## config.mk

```make
export PLATFORM = sky130hd
export DESIGN_NAME = mmu_weight_loader
export DESIGN_NICKNAME = d
export VERILOG_FILES = /design/src/rtl/mmu_weight_loader.sv
export SDC_FILE = /design/constraint.sdc
export NUM_CORES = 1
export LEC_CHECK = 0
export ABC_AREA = 1
export CAP_MARGIN = 20
export CELL_PAD_IN_SITES_DETAIL_PLACEMENT = 0
export CELL_PAD_IN_SITES_GLOBAL_PLACEMENT = 1
export CORE_ASPECT_RATIO = 0.75
export CORE_MARGIN = 3
export CORE_UTILIZATION = 40
export DETAILED_ROUTE_END_ITERATION = 8
export PLACE_DENSITY_LB_ADDON = 0.1
export SYNTH_ARGS = -nofsm -noshare
export SYNTH_HDL_FRONTEND = slang
export SYNTH_SLANG_ARGS = --single-unit
```

## constraint.sdc

```tcl
create_clock -name clk -period 2.4 [get_ports clk]
set_clock_uncertainty 0.1 [all_clocks]
set_input_delay 0.36 -clock clk [delete_from_list [all_inputs] [get_ports clk]]
set_output_delay 0.36 -clock clk [all_outputs]
set_load 0.01 [all_outputs]
```

## src/rtl/mmu_weight_loader.sv

```systemverilog
// Systolic-array weight loader: buffers ROWS weight rows from the weight buffer, then
// shifts them into the PE columns last-row-first and waits for the chain to settle.
module mmu_weight_loader #(
  parameter int unsigned DATA_WIDTH = 16,
  parameter int unsigned ROWS       = 4,
  parameter int unsigned COLS       = 4
) (
  input  logic                       clk,
  input  logic                       rst,
  input  logic                       start,
  input  logic                       w_valid_in,
  output logic                       w_ready_out,
  input  logic [COLS*DATA_WIDTH-1:0] w_data_in,
  output logic [COLS-1:0]            w_wen_out,
  output logic [COLS*DATA_WIDTH-1:0] w_out,
  output logic                       busy,
  output logic                       done
);

  localparam int unsigned CntW = $clog2(ROWS + 1);
  localparam int unsigned RowW = COLS * DATA_WIDTH;
  localparam logic [CntW-1:0] LastCnt = CntW'(ROWS - 1);

  typedef enum logic [1:0] {StIdle, StFill, StIssue, StSettle} state_e;

  state_e          state_q, state_d;
  logic [CntW-1:0] cnt_q, cnt_d;
  logic [RowW-1:0] buf_q [ROWS];
  logic [RowW-1:0] buf_d [ROWS];
  logic            ready_q, ready_d;
  logic            done_q, done_d;
  logic [COLS-1:0] wen_q, wen_d;
  logic [RowW-1:0] wout_q, wout_d;
  logic            xfer;

  assign xfer = w_valid_in & ready_q;

  always_comb begin
    state_d = state_q;
    cnt_d   = cnt_q;
    buf_d   = buf_q;
    done_d  = 1'b0;
    unique case (state_q)
      StIdle: begin
        if (start) begin
          state_d = StFill;
          cnt_d   = '0;
        end
      end
      StFill: begin
        if (xfer) begin
          for (int unsigned r = 0; r < ROWS; r++) begin
            if (cnt_q == CntW'(r)) buf_d[r] = w_data_in;
          end
          if (cnt_q == LastCnt) begin
            state_d = StIssue;
            cnt_d   = '0;
          end else begin
            cnt_d = cnt_q + CntW'(1);
          end
        end
      end
      StIssue: begin
        if (cnt_q == LastCnt) begin
          state_d = StSettle;
          cnt_d   = '0;
        end else begin
          cnt_d = cnt_q + CntW'(1);
        end
      end
      StSettle: begin
        if (cnt_q == LastCnt) begin
          state_d = StIdle;
          cnt_d   = '0;
          done_d  = 1'b1;
        end else begin
          cnt_d = cnt_q + CntW'(1);
        end
      end
      default: begin
        state_d = StIdle;
        cnt_d   = '0;
      end
    endcase

    // Outputs are registered from the next state so they line up with the state itself.
    ready_d = (state_d == StFill) && (cnt_d < CntW'(ROWS));
    wen_d   = (state_d == StIssue) ? '1 : '0;
    wout_d  = '0;
    if (state_d == StIssue) begin
      // buf_d, not buf_q: the last row is written on the same edge its issue begins.
      for (int unsigned r = 0; r < ROWS; r++) begin
        if (cnt_d == CntW'(ROWS - 1 - r)) wout_d = buf_d[r];
      end
    end
  end

  always_ff @(posedge clk) begin
    if (rst) begin
      state_q <= StIdle;
      cnt_q   <= '0;
      ready_q <= 1'b0;
      done_q  <= 1'b0;
      wen_q   <= '0;
      wout_q  <= '0;
    end else begin
      state_q <= state_d;
      cnt_q   <= cnt_d;
      ready_q <= ready_d;
      done_q  <= done_d;
      wen_q   <= wen_d;
      wout_q  <= wout_d;
    end
  end

  always_ff @(posedge clk) begin
    buf_q <= buf_d;
  end

  assign w_ready_out = ready_q;
  assign done        = done_q;
  assign w_wen_out   = wen_q;
  assign w_out       = wout_q;
  assign busy        = (state_q != StIdle);

endmodule

```

# Word-level counts from Yosys, hierarchy flattened
# Index checks and enable logic that the tools add are counted.
# totals
register_bits	331
output_inout_bits	71
elab_cells	56
# classes
n_addsub	1
n_lt_le_gt_ge	1
n_eq_ne	11
mux	22
bitwise	3
n_reduce_logical	8
# ops
op	n
256-bit 2-to-1 mux	2
64-bit 2-to-1 mux	8
3-bit by 2-bit equality test with 1-bit output (second input constant)	4
2-bit 2-to-1 mux	5
3-bit 2-to-1 mux	3
3-bit one-hot mux with 3 select lines	1
2-bit one-hot mux with 4 select lines	1
2-bit equality test (second input constant)	3
3-bit by 1-bit equality test with 1-bit output (second input constant)	2
3-bit logical NOT	2
2-bit OR reduction	3
2-bit by 1-bit equality test with 1-bit output (second input constant)	2
4-bit 2-to-1 mux	1
3-bit by 1-bit adder with 3-bit output (second input constant)	1
3-bit < comparator (second input constant)	1
2-bit logical NOT	1
1-bit inverter	2
2-bit nonzero test	1
1-bit AND	1
1-bit logical AND	1
1-bit 2-to-1 mux	1

# Depth between registers and ports, before layout
# Gate-level depths: netlist of run 1.
# depth
word_depth	9
depth_mapped	14

# Worst setup path before layout of run 1
# No wires, ideal clock.
# synth_timing
kind	reg2reg
startpoint	reg cnt_q[0]
endpoint	reg wout_q[63] (netlist: w_out[63])
setup_ns	0.112
arrival_ns	1.695
required_time_ns	2.188
slack_ns	0.494
path_stages_with_launch	13
n_path_buf	2
synth_period_minus_slack_ns	1.906
cell_sequence	dfxtp_1 > inv_1 > ha_1 > inv_1 > nand3_1 > nand3_1 > nand3_2 > nor2_4 > buf_4 > buf_2 > nand3_1 > nand3_1 > nor2_1
# synth_via
elab_chain_len	9
# synth_rtl
element	line_no	rtl
start, declared	27	logic [CntW-1:0] cnt_q, cnt_d;
start signal, assigned	108	cnt_q <= cnt_d;
3-bit by 1-bit adder with 3-bit output / 3-bit by 2-bit equality test with 1-bit output (equally long branches)	n/a	
3-bit 2-to-1 mux	55, 64, 72	
3-bit 2-to-1 mux	51	if (xfer) begin
3-bit one-hot mux with 3 select lines	43	unique case (state_q)
3-bit by 2-bit equality test with 1-bit output	93	if (cnt_d == CntW'(ROWS - 1 - r)) wout_d = buf_d[r];
64-bit 2-to-1 mux (4 in a row)	93	
end signal, assigned	112	wout_q <= wout_d;
end, declared	33	logic [RowW-1:0] wout_q, wout_d;
# Several ways; a longest one is shown, not always the timed one.
# A chain may end at the register's enable or synchronous reset.

# Final worst setup path of run 1
# layout_timing
startpoint	reg state_q[1]
endpoint	out busy
# layout_via
elab_chain_len	1
# layout_rtl
element	line_no	rtl
start, declared	26	state_e state_q, state_d;
start signal, assigned	100	state_q <= StIdle;
start signal, assigned	107	state_q <= state_d;
2-bit nonzero test	124	assign busy = (state_q != StIdle);
end, declared	16	output logic busy,
# Every way passes these cells.

==> results of run 1 <==
-- synth_stat cells (all sizes together) --
library cell and n:
nand2 644, inv 425, dfxtp 328, nand3 201, o21ai 129, nor2 112
buf 97, nand4 65, nor3 51, clkbuf 31, ha 4, a21oi 3
and3 1, nor4 1
-- tightest hold or removal path: cells and delay by family (launching register included) --
kind,cells,cell delay (ns)
flip-flops,1,0.30
AND/OR/NAND/NOR,2,0.10
-- placed cells by master (no fill, tap or decap), drive strengths merged --
cell	n
nor3	51
nand3	201
nor4	1
buf	122
o21ai	129
and3	1
dfxtp	328
nand2	644
ha	4
inv	426
clkbuf	59
clkdlybuf4s50	138
a21oi	3
nor2	112
clkinv	3
nand4	65
bufinv	1
-- metal layers --
| metal | track usage | vias to the layer above | part of all wire |
|---|---|---|---|
| met5 | 0 | - | 0 |
| met3 | 0.0331 | 63 | 0.040 |
| li1 | - | 6685 | - |
| met1 | 0.292 | 5755 | 0.50 |
| met4 | 0.0552 | 0 | 0.022 |
| met2 | 0.336 | 234 | 0.44 |
-- area by class of cell --
cell class              instances  area (um2)  share of cell area
flip-flops and latches        328        6570               0.365
inverters                     425        1600              0.0889
repair buffers                261        2740               0.152
clock inverters                 5        53.8             0.00299
well taps                     450         563              0.0313
clock buffers                  58        1110              0.0620
multi-input cells            1211        5340               0.297
-- power by group --
| group | switching [uW] | internal (uW) |
|---|---|---|
| Combinational | 728 | 503 |
| Sequential | 106 | 5880 |
| Clock | 2180 | 3280 |
-- repair_timing --
item | 4_1_cts | 5_1_grt
endpoints found under the setup margin | 0 | 26
resized for setup | 0 | 4
endpoints found under the hold margin | 0 | 0
setup buffers | 0 | 2
-- how the worst max path moves through the flow --
| stage | slack [ns] | endpoint | start | depth (start not counted) |
|---|---|---|---|---|
| final | 0.17 | busy | state_q[1]$_SDFF_PP0_ | 3 |
| after global routing | 0.008 | w_out[63]$_SDFF_PP0_ | cnt_q[1]$_SDFF_PP0_ | 12 |
| after CTS | 0.09 | w_out[63]$_SDFF_PP0_ | cnt_q[1]$_SDFF_PP0_ | 12 |
| after detailed placement | -0.12 | w_out[63]$_SDFF_PP0_ | w_valid_in | 11 |
| after global placement | -0.12 | w_out[63]$_SDFF_PP0_ | w_valid_in | 11 |
| after floorplan | 0.49 | w_out[63]$_SDFF_PP0_ | cnt_q[0]$_SDFF_PP0_ | 12 |
-- logic make-up after synthesis --
group           after synthesis
compound gates              132
fa+ha+maj                     4
buf+inv                     553
flops                       328
simple gates               1075
-- metrics by stage --
| step | cell area, um2 | std cells | hold slack (ns) | power, uW | setup TNS [ns] |
|---|---|---|---|---|---|
| final | 18000 | 2738 | 0.340 | 12700 | 0 |
| after global routing | 18000 | 2738 | 0.355 | 13300 | 0 |
| after CTS | 17900 | 2736 | 0.342 | 12800 | 0 |
| after detailed placement | 16800 | 2673 | 0.327 | 7330 | -0.787 |
| after global placement | 16800 | 2673 | 0.323 | 7300 | -0.350 |
| after floorplan | 14100 | 2092 | 0.311 | 6830 | 0 |
-- state kept, by name (all words and copies together), names as in the netlist --
signal	cells
w_ready_out	1
state_q	2
done	1
w_wen_out	1
buf_q	256
cnt_q	3
w_out	64
==> impl_results.md, run 1 <==
* Antenna violations before repair at 0
* Netlist cell types at 26
* Clock Tree Root: clkbuf_16
* Final worst slack at 0.166 ns
* DR vias/cell at 4.65
* Crit path required time at between 1.5 and 2 ns
* Reg clk slew, reported paths at 0.06 ns
* Worst rel slew slack at 0.736
* Slew @ Worst Pin at 0.397 ns
* Crit path max fanout at 6
* Proportion of synthesized area in mux cells at 0
* Core Box Area at 34100 um2
* Synth area leaders: dfxtp_1, nand2_1, inv_1
* RSZ-0062 raised after global routing: no
* Clock sinks at 328
* First-pass GRT wire length at 64200 um
* Worst path max stage delay at 0.56 ns
* Dpl ws at -0.121 ns
* Synth Instances at about 2100
* Share of cells above drive strength 1 at 0.0870
* Wire length per cell at 14.3 um
* Final setup viols at 0
* RR Endpoint: w_out[63]$_SDFF_PP0_
* Register area share after synthesis at 0.466
* Largest net degree at the start of global routing at 75
* Count of input and output buffers at 138
* HP Start: buf_q[75]$_DFF_P_
* Synthesized cell area at about 14000 um2
* Yosys warns at 0
* Fin crit share at 0.931
* Slowest cell on crit path: clkdlybuf4s50_1
* Cell Chain, Critical Path: inv_2 -> nand2_1 -> clkdlybuf4s50_1
* Adder-Cell Fraction of Synth Area at 0.00355
* Die span in y at ~170 um
* Post-DP HPWL at 25300 um
* Critical path buffers and inverters at 2
* Clock H-tree levels at 2
* Die X at between 200 and 250 um
* CP top delay family: buffers and inverters
* Crit path launch type: register
* Final hold violation count at 0
* Slew Viols, Final at 0
* Num CTS Buffers at 36
* Worst min path class: register to register
* Row count at 58
* Final wirelength at 39200 um
* Syn Nets at around 2200
* Initial Util at 0.413
* Ports at 139
* Total GRT Usage at 0.208
* Post-synth top area cell: dfxtp_1
* Outcome: finished, final reports clean
* Avg Synthesized Cell Area at a little under 7 um2
* Synth Area in Compound Gates at 0.0474
* WHS Endpoint: buf_q[75]$_DFF_P_
* Worst setup path class: register to primary output
* Leakage at between 0.009 and 0.01 uW
* Post-Synth Simple-Gate Area at 0.325
* Hold Path Depth at 2
* MaxCap Viol Count at 0
* Crit path DAT at 1.77 ns
* Fillers at 3393
* DR pass1 iterations at 5
* Flops & latches, synth at 328
* Via count at around 13000
* FF-to-FF setup slack at around 0.18 ns
* Final net count at 2335
* RR Startpoint: cnt_q[1]$_SDFF_PP0_
* Final RePlAce weighted congestion at a little over 0.8
* Worst skew pair latency at 0.52 ns
* Vias in the first global route at 12200
* XOR/XNOR Fraction of Synth Area at 0
* Worst R2R Path Depth at 12
* Worst VDD drop at 0.000428 V
* Area Growth Syn to Fin at 27.6%
* Die area at 37500 um2
* Max Root-Sink Buffers at 3
* DRC at 0
* Remaining antenna violation count at 0
* CTS Hold Bufs at 0
* Main combinational cell family by area after synthesis: simple AND/OR/NAND/NOR gates
* Global route overflow at 0
* Pwr/cell area at 705 nW/um2
* Share of Yosys cell area claimed by the top area cell type at 0.466
* Post-layout util at 0.527
* CP endpoint kind: primary output
* Tmin final at ~2.2 ns
* CTS tree: built
* Max frequency at 448 MHz
* Number of DRC markers in iteration 0 at 731
* Antenna cells at 0
(Power assumes the default switching activity.)
==> run 2, diff against run 1 <==
- CORE_ASPECT_RATIO: 0.75 -> not set
==> run 2 against run 1 <==
Register-to-register slack about the same. Routed wire length down 0.84%. Highest routed layer is now met5. Final cell count down 0.73%. Fmax down 1.9%. Largest power group unchanged. Critical path depth unchanged.
==> impl_results.md, run 2 (synthesized netlist as in run 1, its figures left out) <==
* Critical path buffers and inverters at 2
* Most frequent cells in the layout: nand2_1, inv_1, dfxtp_1
* Max frequency at 439 MHz
* Final setup viols at 0
* Antenna violations before repair at 2
* Die area at 37500 um2
* HP Start: buf_q[118]$_DFF_P_
* Final wirelength at 38900 um
* Final hold violation count at 0
* Final net count at between 2000 and 2500
* DR pass1 iterations at 5
* Pwr/cell area at 721 nW/um2
* Max reg flops at 256
* Initial Util at 0.407
* Outcome: finished, final reports clean
* Fillers at 3439
* Crit path DAT at 1.82 ns
* FF-to-FF setup slack at 0.19 ns
* Row count at 68
* Share of cells above drive strength 1 at 0.0774
* Largest register by flop count: buf_q
* Worst skew pair latency at 0.52 ns
* Number of DRC markers in iteration 0 at 705
* Hold Path Depth at 2
* Crit path required time at just under 2 ns
* Via count at 12600
* Worst min path class: register to register
* DR vias/cell at 4.65
* MaxCap Viol Count at 0
* CP top delay family: buffers and inverters
* Post-layout util at 0.514
* Slowest cell on crit path: clkdlybuf4s50_1
* Post-DP HPWL at 24900 um
* Final RePlAce weighted congestion at 0.805
* Worst R2R Path Depth at 12
* Sequential Area at roughly 6600 um2
* Vias in the first global route at 12200
* RR Startpoint: cnt_q[0]$_SDFF_PP0_
* Crit path launch type: register
* Leakage at 0.00904 uW
* Num CTS Buffers at 38
* Die X at 194 um
* Die span in y at 194 um
* Remaining antenna violation count at 0
* Worst rel slew slack at 0.739
* Largest net degree at the start of global routing at 53
* RR Endpoint: w_out[62]$_SDFF_PP0_
* Hold WS at approximately 0.34 ns
* Reg clk slew, reported paths at roughly 0.06 ns
* Ports at 139
* Fin crit share at 0.949
* Clock Tree Root: clkbuf_16
* Total GRT Usage at 0.205
* Count of input and output buffers at 138
* Worst path max stage delay at 0.61 ns
* Clock H-tree levels at 2
* Crit path max fanout at 5
* Worst VDD drop at around 0.00044 V
* Postcts setup bufs at 0
* Slew @ Worst Pin at 0.391 ns
* Cell Chain, Critical Path: inv_2 -> nand2_1 -> clkdlybuf4s50_1
* CTS tree: built
* First-pass GRT wire length at ~64000 um
* Max Root-Sink Buffers at 3
* Wire length per cell at 14.3 um
* Global route overflow at 0
* WHS Endpoint: buf_q[118]$_DFF_P_
* Slew Viols, Final at 0
* Clock sinks at 328
* Most common cell after layout, fill and taps aside: nand2_1
* DRC at 0
* Tmin final at 2.28 ns
* CP endpoint kind: primary output
* Worst setup path class: register to primary output
* Area Growth Syn to Fin at 26.2%
* Area of the multi-input gates at 5340 um2
* RSZ-0062 raised after global routing: no
* Core Box Area at around 35000 um2
-- run 2: changes by cell type in the layout (fill, tap and decap cells not counted), moves of 2 or more --
cell,change
buf_4,-25
clkinv_2,+2
clkbuf_16,+3
clkbuf_8,-2
dfxtp_2,+2
dfxtp_1,-2
-- run 2: layout make-up --
class	count	share of cell area
timing repair buffer	233	0.140
multi-input combinational	1211	0.300
clock buffer	60	0.0668
antenna	1	0.000141
sequential	328	0.369
clock inverter	5	0.00141
inverter	425	0.0897
tap	455	0.0320
-- run 2: metal layers --
metal | global-route usage | up-vias | wire length (um)
met2 | 0.346 | 233 | 17900
li1 | - | 6607 | -
met5 | 0 | - | 10
met4 | 0.0466 | 2 | 653
met3 | 0.0334 | 52 | 1630
met1 | 0.279 | 5736 | 18600
-- run 2: power by group --
group / total [uW] / switching (uW) / internal [uW]
Sequential: 5990 / 104 / 5880
Combinational: 1230 / 728 / 504
Clock: 5600 / 2230 / 3380
Total: 12800 / 3060 / 9760
-- run 2: how the worst max path moves through the flow --
stage,slack [ns],from,cells after the start,endpoint
3_3_place_gp,-0.02,w_valid_in,11,w_out[5]$_SDFF_PP0_
2_1_floorplan,0.49,cnt_q[0]$_SDFF_PP0_,12,w_out[63]$_SDFF_PP0_
3_5_place_dp,-0.03,w_valid_in,14,w_out[11]$_SDFF_PP0_
6_report,0.12,state_q[0]$_SDFF_PP0_,3,busy
4_1_cts,0.06,state_q[1]$_SDFF_PP0_,3,busy
5_1_grt,0.004,cnt_q[0]$_SDFF_PP0_,13,w_out[41]$_SDFF_PP0_
-- run 2: stage by stage --
step                setup slack, ns  TNS [ns]  area (um2)  total power, uW  std cells
floorplan                     0.494         0       14100             6830       2092
global placement            -0.0153   -0.0789       16600             7310       2652
detailed placement          -0.0319    -0.381       16600             7340       2652
CTS                          0.0620         0       17800            13000       2717
global route                0.00397         0       17800            13400       2718
finish                        0.123         0       17800            12800       2718
-- run 2: repair_timing --
item / CTS / global route
endpoints found under the setup margin: 0 / 8
hold buffers: 0 / 0
resized for setup: 0 / 3
-- run 2: worst min-delay path, cell delays in order, from the launching register on --
cell     delay, ns
dfxtp_1       0.30
nand2_1       0.05
nand2_1       0.06
==> run 3, diff against run 2 <==
- CORE_MARGIN: 3 -> not set
==> run 3 against run 2 <==
Die area is 4.1% lower. Routed wire length is 0.39% higher. Via count is 1.4% higher. Hold slack better by 0.00061 ns. Power is 1.1% higher. Fmax is 0.14% lower. Register-to-register slack hardly changed. Critical endpoint unchanged. Largest power group unchanged. Highest routed layer is now met4.
==> impl_results.md, run 3 (synthesized netlist as in run 1, its figures left out) <==
* Outcome: finished, final reports clean
* Core Box Area at roughly 35000 um2
* Critical path buffers and inverters at 2
* Crit path required time at 1.94 ns
* Initial Util at 0.407
* Met2 usage at 0.372
* Largest net degree at the start of global routing at 49
* Share of cells above drive strength 1 at 0.0782
* Cell count after placement at 2655
* Slew Viols, Final at 0
* Slew @ Worst Pin at between 0.5 and 0.6 ns
* Final wirelength at between 30000 and 40000 um
* Die area at 36000 um2
* CP Depth at 3
* Max frequency at 439 MHz
* Remaining antenna violation count at 0
* Slowest cell on crit path: clkdlybuf4s50_1
* Crit path launch type: register
* Final net count at roughly 2300
* Hold WS at between 0.3 and 0.4 ns
* First-pass GRT wire length at approximately 64000 um
* Pwr/cell area at 723 nW/um2
* Clock sinks at 328
* Cell Chain, Critical Path: inv_2 -> nand2_1 -> clkdlybuf4s50_1
* Crit path max fanout at 6
* Global route overflow at 0
* Die X at 190 um
* RR Endpoint: w_out[46]$_SDFF_PP0_
* CP top delay family: buffers and inverters
* Tmin final at 2.28 ns
* DRC at 0
* Met3 Use GR at 0.0280
* Final RePlAce weighted congestion at between 0.8 and 0.9
* FF-to-FF setup slack at 0.18 ns
* Largest register by flop count: buf_q
* DR vias/cell at 4.71
* Antenna cells at 0
* Worst VDD drop at 0.000546 V
* CP endpoint kind: primary output
* Num CTS Buffers at 38
* Post-DP HPWL at around 25000 um
* Via count at 12800
* Crit path DAT at 1.82 ns
* Worst setup path class: register to primary output
* Fin crit share at 0.950
* Ports at ~140
* Worst path max stage delay at 0.62 ns
* Number of DRC markers in iteration 0 at 671
* Wire length per cell at between 10 and 15 um
* Count of input and output buffers at 138
* Worst R2R Path Depth at 12
* Post-Layout Cell Count at 2719
* Row count at 68
* Total GRT Usage at 0.220
* Clock Tree Root: clkbuf_16
* Crit path to: busy
* Reg clk slew, reported paths at roughly 0.06 ns
* CTS tree: built
* Worst min path class: register to register
* Fillers at ~3400
* Final hold violation count at 0
* Final setup viols at 0
* Max Root-Sink Buffers at 3
* Clock H-tree levels at 2
* Leakage at 0.00912 uW
* Worst rel slew slack at 0.621
* Antenna violations before repair at 0
* DR pass1 iterations at 6
* Most frequent cells in the layout: nand2_1, inv_1, dfxtp_1
* Most common cell after layout, fill and taps aside: nand2_1
* Area Growth Syn to Fin at 27.4%
* MaxCap Viol Count at 0
* Worst skew pair latency at approximately 0.53 ns
* RR Startpoint: cnt_q[1]$_SDFF_PP0_
* Max reg flops at 256
* Die span in y at between 150 and 200 um
* Grt met1 use at 0.292
* Vias in the first global route at 12100
* GRT busiest layer: met2
* Crit path launch: state_q[1]$_SDFF_PP0_
* RSZ-0062 raised after global routing: no
-- run 3: cell count changes in the layout (fill, tap and decap cells not counted) --
cell / change
dfxtp_1: +2
nand2_4: +1
clkbuf_8: +1
nand2_2: -1
clkinvlp_4: +1
bufinv_16: +1
buf_12: +8
dfxtp_2: -2
buf_4: -4
clkbuf_1: -2
clkinv_2: -3
diode_2: -1
-- run 3: area by class of cell --
type | instances | area [um2] | area share
clock buffer | 59 | 1190 | 0.0665
clock inverter | 4 | 47.5 | 0.00265
inverter | 425 | 1600 | 0.0889
multi-input combinational | 1211 | 5350 | 0.298
sequential | 328 | 6570 | 0.366
tap | 455 | 569 | 0.0317
timing repair buffer | 237 | 2630 | 0.146
-- run 3: worst min-delay path by stage --
stage | startpoint | to | slack (ns) | cells past startpoint
after detailed placement | buf_q[107]$_DFF_P_ | buf_q[107]$_DFF_P_ | 0.33 | 2
after floorplan | buf_q[104]$_DFF_P_ | buf_q[104]$_DFF_P_ | 0.31 | 2
after CTS | buf_q[107]$_DFF_P_ | buf_q[107]$_DFF_P_ | 0.34 | 2
final | buf_q[75]$_DFF_P_ | buf_q[75]$_DFF_P_ | 0.34 | 2
after global placement | buf_q[107]$_DFF_P_ | buf_q[107]$_DFF_P_ | 0.32 | 2
after global routing | buf_q[74]$_DFF_P_ | buf_q[74]$_DFF_P_ | 0.36 | 2
-- run 3: per-stage QoR --
| stage | util | area [um2] | power, uW | setup slack [ns] | TNS (ns) |
|---|---|---|---|---|---|
| 6_report | 0.518 | 17900 | 13000 | 0.120 | 0 |
| 5_1_grt | 0.518 | 17900 | 13600 | 0.00338 | 0 |
| 4_1_cts | 0.518 | 17900 | 13100 | 0.0835 | 0 |
| 3_5_place_dp | 0.482 | 16700 | 7330 | -0.137 | -3.83 |
| 3_3_place_gp | 0.482 | 16700 | 7300 | -0.116 | -0.380 |
| 2_1_floorplan | - | 14100 | 6830 | 0.494 | 0 |
-- run 3: layer usage --
layer	routed length (um)	up-vias
met1	18800	5880
li1	-	6633
met4	876	0
met5	0	-
met3	1370	69
met2	18000	226
-- run 3: timing repair --
item / in CTS / in global routing
hold buffers: 0 / 0
gates resized for setup: 0 / 1
endpoints found under the setup margin: 0 / 30
hold endpoints to repair: 0 / 0
setup buffers: 0 / 1
-- run 3: report_power, final --
group / switching [uW] / internal [uW] / leakage, uW / total, uW
logic: 726 / 499 / 0.00583 / 1230
clock network: 2250 / 3500 / 0.000609 / 5750
registers: 107 / 5880 / 0.00268 / 5990
-- run 3: worst min-delay path: stages (launching register included) --
cell	delay, ns
dfxtp_1	0.31
nand2_1	0.05
nand2_1	0.05
